## src/rtl/vga_cfg_ctrl.sv

```systemverilog
// ============================================================================
// vga_cfg_ctrl : UART command parser and register-write sequencer/arbiter
// Optional ACK/NAK echo on the UART transmitter enabled by `define CFG_ECHO_EN
// Rev 1.0
// ============================================================================
`default_nettype none

module vga_cfg_ctrl #(
    parameter int NUM_REGS    = 16,
    parameter int TIMEOUT_CYC = 1024,
    parameter int CNT_W       = 11
) (
    input  logic       clk_i,
    input  logic       rst_ni,
    input  logic [7:0] rx_data_i,
    input  logic       rx_valid_i,
    input  logic       rx_perr_i,
    input  logic       btn_req_i,
    input  logic [3:0] btn_addr_i,
    input  logic [7:0] btn_data_i,
    output logic       wr_en_o,
    output logic [3:0] wr_addr_o,
    output logic [7:0] wr_data_o,
    output logic       busy_o,
    output logic       frame_err_o,
    output logic       btn_drop_o,
    output logic [7:0] last_hdr_o
`ifdef CFG_ECHO_EN
    ,
    output logic [7:0] tx_data_o,
    output logic       tx_start_o,
    input  logic       tx_busy_i
`endif
);

    localparam logic [3:0]       LAST_ADDR = 4'(NUM_REGS - 1);
    localparam logic [CNT_W-1:0] TMO_LAST  = CNT_W'(TIMEOUT_CYC - 1);

    typedef enum logic [1:0] {
        S_IDLE      = 2'd0,
        S_WAIT_DATA = 2'd1,
        S_WRITE     = 2'd2,
        S_CLEAR     = 2'd3
    } state_t;

    state_t           state_q, state_d;
    logic [3:0]       haddr_q, haddr_d;
    logic [3:0]       clr_q, clr_d;
    logic [CNT_W-1:0] tmo_q, tmo_d;
    logic [7:0]       last_hdr_q, last_hdr_d;
    logic             frame_err_q, frame_err_d;
    logic             busy_q, busy_d;
    logic             wr_en_q, wr_en_d;
    logic [3:0]       wr_addr_q, wr_addr_d;
    logic [7:0]       wr_data_q, wr_data_d;
    logic             pend_q, pend_d;
    logic [3:0]       pend_addr_q, pend_addr_d;
    logic [7:0]       pend_data_q, pend_data_d;
    logic             btn_drop_q, btn_drop_d;

    logic             fsm_wr;
    logic [3:0]       fsm_addr;
    logic [7:0]       fsm_data;
    logic             drain;

    // FSM writes are launched on the transition so wr_en lines up with WRITE/CLEAR.
    always_comb begin
        state_d     = state_q;
        haddr_d     = haddr_q;
        clr_d       = clr_q;
        tmo_d       = tmo_q;
        last_hdr_d  = last_hdr_q;
        frame_err_d = 1'b0;
        fsm_wr      = 1'b0;
        fsm_addr    = '0;
        fsm_data    = '0;
        case (state_q)
            S_IDLE: begin
                if (rx_valid_i) begin
                    if (rx_perr_i || (rx_data_i[7:6] != 2'b11)) begin
                        frame_err_d = 1'b1;
                    end else if (rx_data_i[5:4] == 2'b01) begin
                        haddr_d    = rx_data_i[3:0];
                        last_hdr_d = rx_data_i;
                        tmo_d      = '0;
                        state_d    = S_WAIT_DATA;
                    end else if (rx_data_i[5:4] == 2'b00) begin
                        last_hdr_d = rx_data_i;
                        clr_d      = '0;
                        state_d    = S_CLEAR;
                        fsm_wr     = 1'b1;
                    end else begin
                        frame_err_d = 1'b1;
                    end
                end
            end
            S_WAIT_DATA: begin
                if (rx_valid_i) begin
                    if (rx_perr_i) begin
                        frame_err_d = 1'b1;
                        state_d     = S_IDLE;
                    end else begin
                        fsm_wr   = 1'b1;
                        fsm_addr = haddr_q;
                        fsm_data = rx_data_i;
                        state_d  = S_WRITE;
                    end
                end else if (tmo_q == TMO_LAST) begin
                    frame_err_d = 1'b1;
                    state_d     = S_IDLE;
                end else begin
                    tmo_d = tmo_q + CNT_W'(1);
                end
            end
            S_WRITE: begin
                state_d = S_IDLE;
            end
            S_CLEAR: begin
                if (clr_q == LAST_ADDR) begin
                    state_d = S_IDLE;
                end else begin
                    clr_d    = clr_q + 4'd1;
                    fsm_wr   = 1'b1;
                    fsm_addr = clr_q + 4'd1;
                end
            end
            default: state_d = S_IDLE;
        endcase
        busy_d = (state_d != S_IDLE);
    end

    // The button entry only takes the port in cycles the FSM leaves free next cycle.
    always_comb begin
        drain       = pend_q && !fsm_wr;
        pend_d      = pend_q && !drain;
        pend_addr_d = pend_addr_q;
        pend_data_d = pend_data_q;
        btn_drop_d  = 1'b0;
        if (btn_req_i) begin
            if (pend_d) begin
                btn_drop_d = 1'b1;
            end else begin
                pend_d      = 1'b1;
                pend_addr_d = btn_addr_i;
                pend_data_d = btn_data_i;
            end
        end
        wr_en_d   = fsm_wr || drain;
        wr_addr_d = wr_addr_q;
        wr_data_d = wr_data_q;
        if (fsm_wr) begin
            wr_addr_d = fsm_addr;
            wr_data_d = fsm_data;
        end else if (drain) begin
            wr_addr_d = pend_addr_q;
            wr_data_d = pend_data_q;
        end
    end

    always_ff @(posedge clk_i or negedge rst_ni) begin
        if (!rst_ni) begin
            state_q     <= S_IDLE;
            haddr_q     <= '0;
            clr_q       <= '0;
            tmo_q       <= '0;
            last_hdr_q  <= '0;
            frame_err_q <= 1'b0;
            busy_q      <= 1'b0;
            wr_en_q     <= 1'b0;
            wr_addr_q   <= '0;
            wr_data_q   <= '0;
            pend_q      <= 1'b0;
            pend_addr_q <= '0;
            pend_data_q <= '0;
            btn_drop_q  <= 1'b0;
        end else begin
            state_q     <= state_d;
            haddr_q     <= haddr_d;
            clr_q       <= clr_d;
            tmo_q       <= tmo_d;
            last_hdr_q  <= last_hdr_d;
            frame_err_q <= frame_err_d;
            busy_q      <= busy_d;
            wr_en_q     <= wr_en_d;
            wr_addr_q   <= wr_addr_d;
            wr_data_q   <= wr_data_d;
            pend_q      <= pend_d;
            pend_addr_q <= pend_addr_d;
            pend_data_q <= pend_data_d;
            btn_drop_q  <= btn_drop_d;
        end
    end

    assign wr_en_o     = wr_en_q;
    assign wr_addr_o   = wr_addr_q;
    assign wr_data_o   = wr_data_q;
    assign busy_o      = busy_q;
    assign frame_err_o = frame_err_q;
    assign btn_drop_o  = btn_drop_q;
    assign last_hdr_o  = last_hdr_q;

`ifdef CFG_ECHO_EN
    localparam logic [7:0] ACK = 8'h06;
    localparam logic [7:0] NAK = 8'h15;

    logic       cmd_done;
    logic       tx_pend_q, tx_pend_d;
    logic [7:0] tx_resp_q, tx_resp_d;
    logic       tx_start_q, tx_start_d;
    logic [7:0] tx_data_q, tx_data_d;

    assign cmd_done = (state_q == S_WRITE) || ((state_q == S_CLEAR) && (clr_q == LAST_ADDR));

    // tx_busy may lag our own start pulse by a cycle, so never launch back-to-back.
    always_comb begin
        tx_pend_d  = tx_pend_q;
        tx_resp_d  = tx_resp_q;
        tx_start_d = 1'b0;
        tx_data_d  = tx_data_q;
        if (tx_pend_q && !tx_busy_i && !tx_start_q) begin
            tx_start_d = 1'b1;
            tx_data_d  = tx_resp_q;
            tx_pend_d  = 1'b0;
        end
        if (cmd_done) begin
            tx_pend_d = 1'b1;
            tx_resp_d = ACK;
        end else if (frame_err_d) begin
            tx_pend_d = 1'b1;
            tx_resp_d = NAK;
        end
    end

    always_ff @(posedge clk_i or negedge rst_ni) begin
        if (!rst_ni) begin
            tx_pend_q  <= 1'b0;
            tx_resp_q  <= '0;
            tx_start_q <= 1'b0;
            tx_data_q  <= '0;
        end else begin
            tx_pend_q  <= tx_pend_d;
            tx_resp_q  <= tx_resp_d;
            tx_start_q <= tx_start_d;
            tx_data_q  <= tx_data_d;
        end
    end

    assign tx_start_o = tx_start_q;
    assign tx_data_o  = tx_data_q;
`endif

endmodule

`default_nettype wire
```

## config.mk

```make
export PLATFORM = sky130hd
export DESIGN_NAME = vga_cfg_ctrl
export DESIGN_NICKNAME = d
export VERILOG_FILES = /design/src/rtl/vga_cfg_ctrl.sv
export SDC_FILE = /design/constraint.sdc
export NUM_CORES = 1
export LEC_CHECK = 0
export ABC_AREA = 1
export BUFFER_PORTS_ARGS = -buffer_cell sky130_fd_sc_hd__buf_2
export CAP_MARGIN = 20
export CORE_MARGIN = 3
export CORE_UTILIZATION = 58
export CTS_BUF_LIST = sky130_fd_sc_hd__clkbuf_4
export CTS_CLUSTER_SIZE = 12
export DETAILED_ROUTE_END_ITERATION = 10
export PLACE_DENSITY = 0.82
export REMOVE_ABC_BUFFERS = 1
export SYNTH_ARGS = -nofsm -noshare
export SYNTH_HDL_FRONTEND = slang
export SYNTH_SLANG_ARGS = --single-unit
```

## constraint.sdc

```tcl
create_clock -name clk_i -period 2.1 [get_ports clk_i]
set_input_delay 0.105 -clock clk_i [delete_from_list [all_inputs] [get_ports clk_i]]
set_output_delay 0.105 -clock clk_i [all_outputs]
set_load 0.005 [all_outputs]
```

==> flow_summary.json <==
{
  "critPathTopFamily": "simple AND/OR/NAND/NOR gates",
  "ant_nets": 0,
  "vias": 2480,
  "gp_congestion": 0.860,
  "slew_headroom_pct": 59.0,
  "cts_tree": "yes",
  "maxSlewViolCount": 0,
  "yosysSeqAreaShare_pct": 52.5,
  "antenna_found_initial": 0,
  "fmax_ghz": 0.582,
  "syn_to_final_growth_pct": 22.5,
  "die_h_um": 75.0,
  "initial_utilization_pct": 61.8,
  "drt_pass1_iterations": 4,
  "portBuffers": 48,
  "htreeDepth": 3,
  "synth_area_leaders": "dfrtp_1 53%, nand2_1 15%, nand3_1 8.1%, inv_1 3.4%, nand4_1 3.4%",
  "crit_path_end_kind": "register",
  "avgSynthCellArea_um2": 8.11,
  "yosysTopAreaCell": "dfrtp_1",
  "yosys.area.top_type_share_pct": 52.5,
  "wl_per_cell_um": 13.6,
  "die_x_um": 75.0,
  "hold_violations": 0,
  "worstPathCellList": "ha_1 > nand3_1 > nand2_1 > inv_2 > nor2_4 > nand2_4 > nand2_4 > nand2_2 > nand2_1 > nand2_1",
  "clk_pin_slew_ns": 0.10,
  "row_count": 24,
  "cts_buffer_depth": 2,
  "tns_ns": 0,
  "rsz0062_at_grt": "no",
  "finalInstanceArea_um2": 3380,
  "post-route-period-util_pct": 81.8,
  "final_cell_mix": "114 x nand2_1, 58 x dfrtp_1, 48 x buf_2",
  "track_usage_pct": 25.5,
  "p_leak_nw": 1.78,
  "ctsResizeCount": 0,
  "pwr-share-comb_pct": 15.3,
  "worstMarginPinSlew_ns": 0.616,
  "dr.first_iter.drc_count": 222,
  "diodes": 0,
  "hpwl_mm": 4.49,
  "intPower_w": 0.00182,
  "ys_ff_latch": 58,
  "crit_arrival_ns": 2.00,
  "power.density_nw_per_um2": 743,
  "power_w": 0.00252,
  "cts_sinks": 58,
  "setup_viol": 0,
  "status": "complete, no violations",
  "cts-root-buf": "clkbuf_4",
  "grt_max_degree": 33,
  "drc_errors": 0,
  "dieArea_um2": 5630,
  "layout_commonest_cell": "nand2_1",
  "yosys_warnings": 0,
  "cts_buffers": 9,
  "finalWirelength_mm": 6.37,
  "synthDistinctLibCells": 27,
  "dpl_cell_area_um2": 3060,
  "grt_pass1_wl_mm": 10.8,
  "ir_drop_uv": 523,
  "synth_area_um2": 2760,
  "clockPowerShare_pct": 30.4,
  "via_per_inst": 5.29,
  "startpoint_type": "register",
  "grt_remaining_overflow": 0,
  "path_buf_inv": 1,
  "crit_path_max_fanout": 15,
  "grt_pass1_vias": 2404,
  "finalNetCount": 440,
  "sw_frac_of_total_pct": 27.7,
  "clock_skew_ns": 0.00935,
  "crit_top_cell": "nand2_1",
  "critPathRequiredTime_ns": 2.38,
  "crit_type": "register to register",
  "syn_inst": 341,
  "slowest_stage": "dfrtp_1",
  "slowest_delay_ns": 0.41,
  "worst_skew_pair.late_latency_ns": 0.39,
  "seqPwrFrac_pct": 54.3,
  "hold_class": "input port to register",
  "drive_above_1_share_pct": 20.6,
  "core_um2": 4470,
  "cap_violations": 0,
  "num_io_pins": 49,
  "power.net_switching_w": 0.000695,
  "timing.final.crit_period_ns": 1.72
}
## stage by stage
step,utilization [%],cells,hold slack (ns),worst slack (ns)
3_5_place_dp,68.3,434,0.144,0.419
4_1_cts,75.6,469,0.0199,0.378
3_3_place_gp,68.3,434,0.145,0.524
5_1_grt,75.6,469,0.0355,0.220
2_1_floorplan,-,328,-0.191,0.445
6_report,75.6,469,0.0352,0.382
## cells in the mapped netlist, drive strengths merged
cell type / n
o21ai: 24
inv: 28
o21bai: 2
nand3b: 1
o211ai: 1
or2: 7
nor3: 2
and2: 1
dfrtp: 58
nor2: 21
xor2: 1
nand3: 45
nand4: 15
clkbuf: 6
nand2: 117
a21oi: 3
buf: 7
ha: 2
## state kept, by name, indices dropped and copies added (netlist names), 2 cells and up
name	count
pend_data_q	8
wr_addr_o	4
pend_addr_q	4
tmo_q	11
clr_q	4
state_q	2
last_hdr_o	8
haddr_q	4
wr_data_o	8
## cell families (layout without fill, tap and decap cells)
| logic type | count (synthesis) | count (layout) | synth area share (%) |
|---|---|---|---|
| AO/OA/AOI/OAI | 30 | 30 | 5.70 |
| adder cells (fa/ha/maj) | 2 | 2 | 0.905 |
| buffers and inverters | 41 | 117 | 6.29 |
| flip-flops | 58 | 58 | 52.5 |
| AND/OR/NAND/NOR | 209 | 209 | 34.3 |
| XOR/XNOR | 1 | 1 | 0.317 |
## path summary, 6_finish.rpt
check / from / endpoint / slack [ns] / depth (start not counted)
max: clr_q[0]$_DFFE_PN0P_ / pend_data_q[4]$_DFFE_PN0P_ / 0.38 / 10
min: rx_data_i[4] / wr_data_o[4]$_DFFE_PN0P_ / 0.04 / 3
max reg2reg: clr_q[0]$_DFFE_PN0P_ / pend_data_q[4]$_DFFE_PN0P_ / 0.38 / 10
min reg2reg: last_hdr_o[7]$_DFFE_PN0P_ / last_hdr_o[7]$_DFFE_PN0P_ / 0.47 / 1
max in group asynchronous: rst_ni / tmo_q[1]$_DFFE_PN0P_ / 1.26 / 3
min in group asynchronous: rst_ni / last_hdr_o[3]$_DFFE_PN0P_ / 0.25 / 2
## layout make-up
type / count / area, um^2
clock buffers: 11 / 82.6
clock inverters: 4 / 43.8
fillers: 321 / 1090
inverters: 28 / 105
multi-input cells: 242 / 1140
flip-flops and latches: 58 / 1450
well taps: 52 / 65.1
repair buffers: 74 / 498
## worst reg2reg max path, cell delays in order (launching register included)
cell	delay (ns)
dfrtp_1	0.41
ha_1	0.22
nand3_1	0.11
nand2_1	0.12
inv_2	0.06
nor2_4	0.11
nand2_4	0.09
nand2_4	0.14
nand2_2	0.17
nand2_1	0.10
nand2_1	0.06
## layer usage
layer  track usage, %  share of wire (%)  vias up  wire length (um)
met4             9.49                1.7        0               108
met5                0                  0        -                 0
met2             40.1                 48       75              3070
met3             4.14                4.8       11               307
li1                 -                  -     1265                 -
met1             35.8                 45     1129              2880
## power groups by stage
| stage | registers, W | logic [W] | clock network (W) |
|---|---|---|---|
| after detailed placement | 0.00138 | 0.000362 | 0 |
| after CTS | 0.00136 | 0.000390 | 0.000775 |
| final | 0.00136 | 0.000386 | 0.000764 |
| after global routing | 0.00138 | 0.000443 | 0.000822 |
| after global placement | 0.00138 | 0.000350 | 0 |
| after floorplan | 0.00137 | 0.000179 | 0 |
## timing repair
action,4_1_cts,5_1_grt
endpoints found under the hold margin,53,0
hold buffers,20,0
buffers inserted,0,0
Power figures use the tool's default switching activity.
